==> config.mk <==
export PLATFORM = sky130hd
export DESIGN_NAME = mm_feeder
export DESIGN_NICKNAME = d
export VERILOG_FILES = /design/src/rtl/mm_feeder.sv
export SDC_FILE = /design/constraint.sdc
export NUM_CORES = 1
export LEC_CHECK = 0
export ABC_CLOCK_PERIOD_IN_PS = 7800
export CAP_MARGIN = 20
export CORE_MARGIN = 2
export CORE_UTILIZATION = 57
export DETAILED_ROUTE_END_ITERATION = 8
export PLACE_DENSITY = 0.95
export REMOVE_ABC_BUFFERS = 1
export SYNTH_ARGS = -nofsm -noshare
export SYNTH_HDL_FRONTEND = slang
export SYNTH_SLANG_ARGS = --single-unit
==> constraint.sdc <==
create_clock -name axis_clk -period 7.8 [get_ports axis_clk]
set_clock_uncertainty 0.05 [all_clocks]
set_input_delay 2.34 -clock axis_clk [delete_from_list [all_inputs] [get_ports axis_clk]]
set_output_delay 2.34 -clock axis_clk [all_outputs]
set_load 0.05 [all_outputs]
==> src/rtl/mm_feeder.sv <==
// Read-DMA feeder for the mm engine: fetches len words from a synchronous-read
// memory, kicks mm once, streams the words through a 2-entry skid FIFO, then waits for mm_done.
module mm_feeder #(
    parameter int unsigned pADDR_WIDTH = 12,
    parameter int unsigned pDATA_WIDTH = 32,
    parameter int unsigned pLEN_WIDTH  = 10
) (
    input  logic                   axis_clk,
    input  logic                   axis_rst_n,
    input  logic                   start,
    input  logic [pADDR_WIDTH-1:0] base_addr,
    input  logic [pLEN_WIDTH-1:0]  len,
    output logic                   busy,
    output logic                   done,
    output logic                   mem_en,
    output logic [pADDR_WIDTH-1:0] mem_addr,
    input  logic [pDATA_WIDTH-1:0] mem_rdata,
    output logic                   mm_start,
    input  logic                   mm_idle,
    input  logic                   mm_done,
    output logic                   m_tvalid,
    output logic [pDATA_WIDTH-1:0] m_tdata,
    output logic                   m_tlast,
    input  logic                   m_tready
);

    typedef enum logic [2:0] {
        S_IDLE,
        S_KICK,
        S_STREAM,
        S_WAIT_MM,
        S_DONE
    } state_t;

    state_t state, state_nxt;

    logic [pADDR_WIDTH-1:0] base_q;
    logic [pLEN_WIDTH-1:0]  len_q;
    logic [pLEN_WIDTH-1:0]  rd_cnt;
    logic [pLEN_WIDTH-1:0]  beat_cnt;
    logic                   inflight;
    logic                   done_seen;
    logic                   load;
    logic                   pop;
    logic                   last_beat;
    logic [2:0]             occ;

    logic [pDATA_WIDTH-1:0] fifo_mem [2];
    logic                   wr_ptr;
    logic                   rd_ptr;
    logic [1:0]             fifo_cnt;

    assign m_tvalid  = (fifo_cnt != 2'd0);
    assign m_tdata   = fifo_mem[rd_ptr];
    assign pop       = m_tvalid & m_tready;
    assign last_beat = (beat_cnt == (len_q - pLEN_WIDTH'(1)));
    assign m_tlast   = m_tvalid & last_beat;
    assign mem_addr  = base_q + (pADDR_WIDTH'(rd_cnt) << 2);

    // Slots committed after this cycle: stored words plus the read landing next, minus the pop.
    assign occ = 3'(fifo_cnt) + 3'(inflight) - 3'(pop);

    always_ff @(posedge axis_clk or negedge axis_rst_n) begin
        if (!axis_rst_n) begin
            state <= S_IDLE;
        end else begin
            state <= state_nxt;
        end
    end

    always_comb begin
        state_nxt = state;
        busy      = 1'b1;
        done      = 1'b0;
        mm_start  = 1'b0;
        mem_en    = 1'b0;
        load      = 1'b0;
        case (state)
            S_IDLE: begin
                busy = 1'b0;
                if (start && mm_idle) begin
                    if (len == '0) begin
                        state_nxt = S_DONE;
                    end else begin
                        load      = 1'b1;
                        state_nxt = S_KICK;
                    end
                end
            end
            S_KICK: begin
                mm_start  = 1'b1;
                state_nxt = S_STREAM;
            end
            S_STREAM: begin
                mem_en = (rd_cnt < len_q) && (occ < 3'd2);
                if (pop && last_beat) begin
                    state_nxt = S_WAIT_MM;
                end
            end
            S_WAIT_MM: begin
                if (done_seen || mm_done) begin
                    state_nxt = S_DONE;
                end
            end
            S_DONE: begin
                done      = 1'b1;
                state_nxt = S_IDLE;
            end
            default: begin
                state_nxt = S_IDLE;
            end
        endcase
    end

    // Job registers, counters and the early-mm_done latch
    always_ff @(posedge axis_clk or negedge axis_rst_n) begin
        if (!axis_rst_n) begin
            base_q    <= '0;
            len_q     <= '0;
            rd_cnt    <= '0;
            beat_cnt  <= '0;
            done_seen <= 1'b0;
            inflight  <= 1'b0;
        end else begin
            inflight <= mem_en;
            if (load) begin
                base_q    <= base_addr & ~pADDR_WIDTH'(3);
                len_q     <= len;
                rd_cnt    <= '0;
                beat_cnt  <= '0;
                done_seen <= 1'b0;
            end else begin
                if (mem_en) begin
                    rd_cnt <= rd_cnt + pLEN_WIDTH'(1);
                end
                if (pop) begin
                    beat_cnt <= beat_cnt + pLEN_WIDTH'(1);
                end
                if (mm_done && (state == S_KICK || state == S_STREAM || state == S_WAIT_MM)) begin
                    done_seen <= 1'b1;
                end
            end
        end
    end

    // Skid FIFO: read data lands the cycle after mem_en; issue rule guarantees a free slot
    always_ff @(posedge axis_clk or negedge axis_rst_n) begin
        if (!axis_rst_n) begin
            fifo_mem[0] <= '0;
            fifo_mem[1] <= '0;
            wr_ptr      <= 1'b0;
            rd_ptr      <= 1'b0;
            fifo_cnt    <= 2'd0;
        end else begin
            if (inflight) begin
                fifo_mem[wr_ptr] <= mem_rdata;
                wr_ptr           <= ~wr_ptr;
            end
            if (pop) begin
                rd_ptr <= ~rd_ptr;
            end
            fifo_cnt <= fifo_cnt + 2'(inflight) - 2'(pop);
        end
    end

endmodule

==> qor.yml <==
status: "finished, final reports clean"
track_usage_pct: 27.4
power_density_nw_per_um2: 483
detail-route-antenna-nets: 0
grt_overflow: 0
ys.flop_type: "dfrtp_1"
slew_headroom_pct: 33.8
cap_violations: 0
critical_path.max_fanout: 9
drive_above_1_share_pct: 21.7
syn_to_final_growth_pct: 29.4
ctsHoldBuffers: 0
ctsResizeCount: 0
numPortBuffers: 105
yosysSeqAreaShare_pct: 46.7
critPathBufInv: 4
dr.first_iter.drc_count: 302
ios: 110
timing.critical_path.required_ns: 5.41
numCtsBuffers: 17
synth_edf_count: 0
wl_per_cell_um: 18.3
slew_violations: 0
report.final.hold_viol_count: 0
period_needed_ns: 7.54
cts_tree: "built"
nets: 736
first_pass_iters: 5
viasPerCell: 5.87
cp_top_family: "buffers and inverters"
max_freq_ghz: 0.133
min_path_type: "register to register"
antenna_found_initial: 0
start_util_pct: 58.7
switching_share_pct: 42.8
finalNonFillerCells: 799
final_util_pct: 75.9
slowest_stage: "clkdlybuf4s50_1"
die_h_um: 107
period_share_pct: 96.7
crit_path_end_kind: "primary output"
dp_hpwl_mm: 9.72
cts_root_buffer: "clkbuf_8"
irDropWorstVdd_mv: 0.353
rsz0062_at_grt: "false"
synth-async-reset-ratio_pct: 100
pwr-share-comb_pct: 51.5
setup_viol: 0
insertion_delay_ns: 0.52
switching_power_mw: 1.62
setup_tns_ns: 0
worst_pin_slew_ns: 0.991
yosysUniqueCellTypes: 55
dr_total_vias: 4689
core_um2: 10300
cp.arrival_ns: 5.15
slowest_delay_ns: 0.50
ys_warn_count: 0
gp_congestion: 0.847
grt_pass1_vias: 4977
synthCells: 546
n_antenna_cell: 0
cp-start-kind: "input port"
clkSinkCount: 113
rows: 37
htreeDepth: 4
netlist_area_um2: 6060
ys_ff_latch: 113
path_class: "input port to primary output"
post-route-drc-count: 0
power_leakage_nw: 3.45
path_cells: "clkdlybuf4s50_1 > nand2_1 > inv_1 > ha_1 > inv_1 > ha_1 > fa_1 > a21oi_1 > nand3_2 > a21oi_1 > buf_12"
die_area_um2: 11500
grt_start_max_net_pins: 61
p_int_mw: 2.17
wirelength_mm: 14.6
placed_cells: 768
clkTransAtPathRegs_ns: 0.06
cts_buffer_depth: 2
post_cts_buffers: 0
grt_pass1_wl_mm: 24.3
avgSynthCellArea_um2: 11.1
p_clk_share_pct: 21.2
p_seq_share_pct: 27.3
fp.dieW_um: 107
through the flow:
| step | power (mW) | hold WS (ns) | setup slack, ns | area, um2 |
|---|---|---|---|---|
| 3_5_place_dp | 2.96 | 0.427 | 0.338 | 7220 |
| 3_3_place_gp | 2.87 | 0.415 | 0.469 | 7220 |
| 4_1_cts | 3.80 | 0.436 | 0.334 | 7840 |
| 2_1_floorplan | 2.38 | 0.402 | 0.692 | 5950 |
| 6_report | 3.79 | 0.433 | 0.259 | 7840 |
| 5_1_grt | 3.99 | 0.463 | 0.116 | 7840 |
layout make-up:
class,count,area [um2]
clock buffers,21,459
inverters,23,86.3
flip-flops and latches,113,2830
well taps,136,170
repair buffers,110,1100
fillers,633,2480
clock inverters,10,158
multi-input cells,386,3040
cells in the mapped netlist (5+ instances only):
cell type / n / share of area, %
a21oi_1: 15 / 1.2
buf_1: 6 / 0.37
clkbuf_1: 13 / 0.81
dfrtp_1: 113 / 47
ha_1: 23 / 4.8
inv_1: 23 / 1.4
mux2_2: 96 / 18
mux2i_1: 8 / 1.3
nand2_1: 65 / 4.0
nand2b_1: 9 / 0.93
nand3_1: 8 / 0.66
nand4_1: 9 / 0.93
nor2_1: 21 / 1.3
nor2b_1: 5 / 0.52
nor3_1: 5 / 0.41
o211ai_1: 5 / 0.62
o21ai_0: 21 / 1.7
or3_1: 5 / 0.52
xnor2_1: 10 / 1.4
xor2_1: 17 / 2.5
cell families after synthesis:
kind of cell | synth area share, %
fa+ha+maj | 5.41
xor+xnor | 3.90
flops | 46.7
other cells | 0.0619
buf+inv | 3.18
compound gates | 8.70
mux | 19.2
simple gates | 12.9
metal layers:
layer	GRT usage [%]	part of all wire (%)	vias up
met5	0	0	-
met4	10.9	2.0	0
met3	8.45	7.6	33
met2	47.2	51	191
met1	31.7	40	2326
li1	-	-	2139
cells in the final DEF, fill, tap and decap left out, types with 5 or more instances in the layout:
master             n
dfrtp_1          113
clkdlybuf4s50_1  103
mux2_2            96
nand2_1           65
inv_1             23
ha_1              23
o21ai_0           21
nor2_1            21
xor2_1            17
clkbuf_16         16
a21oi_1           15
xnor2_1           10
nand2b_1           9
nand4_1            9
nand3_1            8
mux2i_1            8
buf_4              6
nor3_1             5
or3_1              5
o211ai_1           5
power groups by stage:
| stage | clock, mW | sequential [mW] | combinational [mW] |
|---|---|---|---|
| after floorplan | 0 | 0.990 | 1.39 |
| after global placement | 0 | 1.00 | 1.87 |
| after detailed placement | 0 | 1.03 | 1.93 |
| after CTS | 0.814 | 1.03 | 1.96 |
| after global routing | 0.848 | 1.06 | 2.07 |
| final | 0.803 | 1.03 | 1.95 |
state kept, by name (all words and copies together), names as in the netlist, 2 cells and up:
| signal | count |
|---|---|
| base_q | 10 |
| beat_cnt | 10 |
| state | 3 |
| len_q | 10 |
| rd_cnt | 10 |
| fifo_cnt | 2 |
| fifo_mem | 64 |
final timing paths:
path | start | end | slack (ns) | cells past startpoint
setup / recovery | m_tready | mem_en | 0.26 | 11
hold / removal | rd_ptr | rd_ptr | 0.43 | 1
setup reg to reg | fifo_cnt[1] | rd_cnt[1] | 4.42 | 12
hold reg to reg | rd_ptr | rd_ptr | 0.43 | 1
max in group asynchronous | axis_rst_n | fifo_mem[13] | 4.67 | 2
min in group asynchronous | axis_rst_n | fifo_mem[44] | 1.81 | 1
No activity file was read; power rests on OpenSTA's default activity.
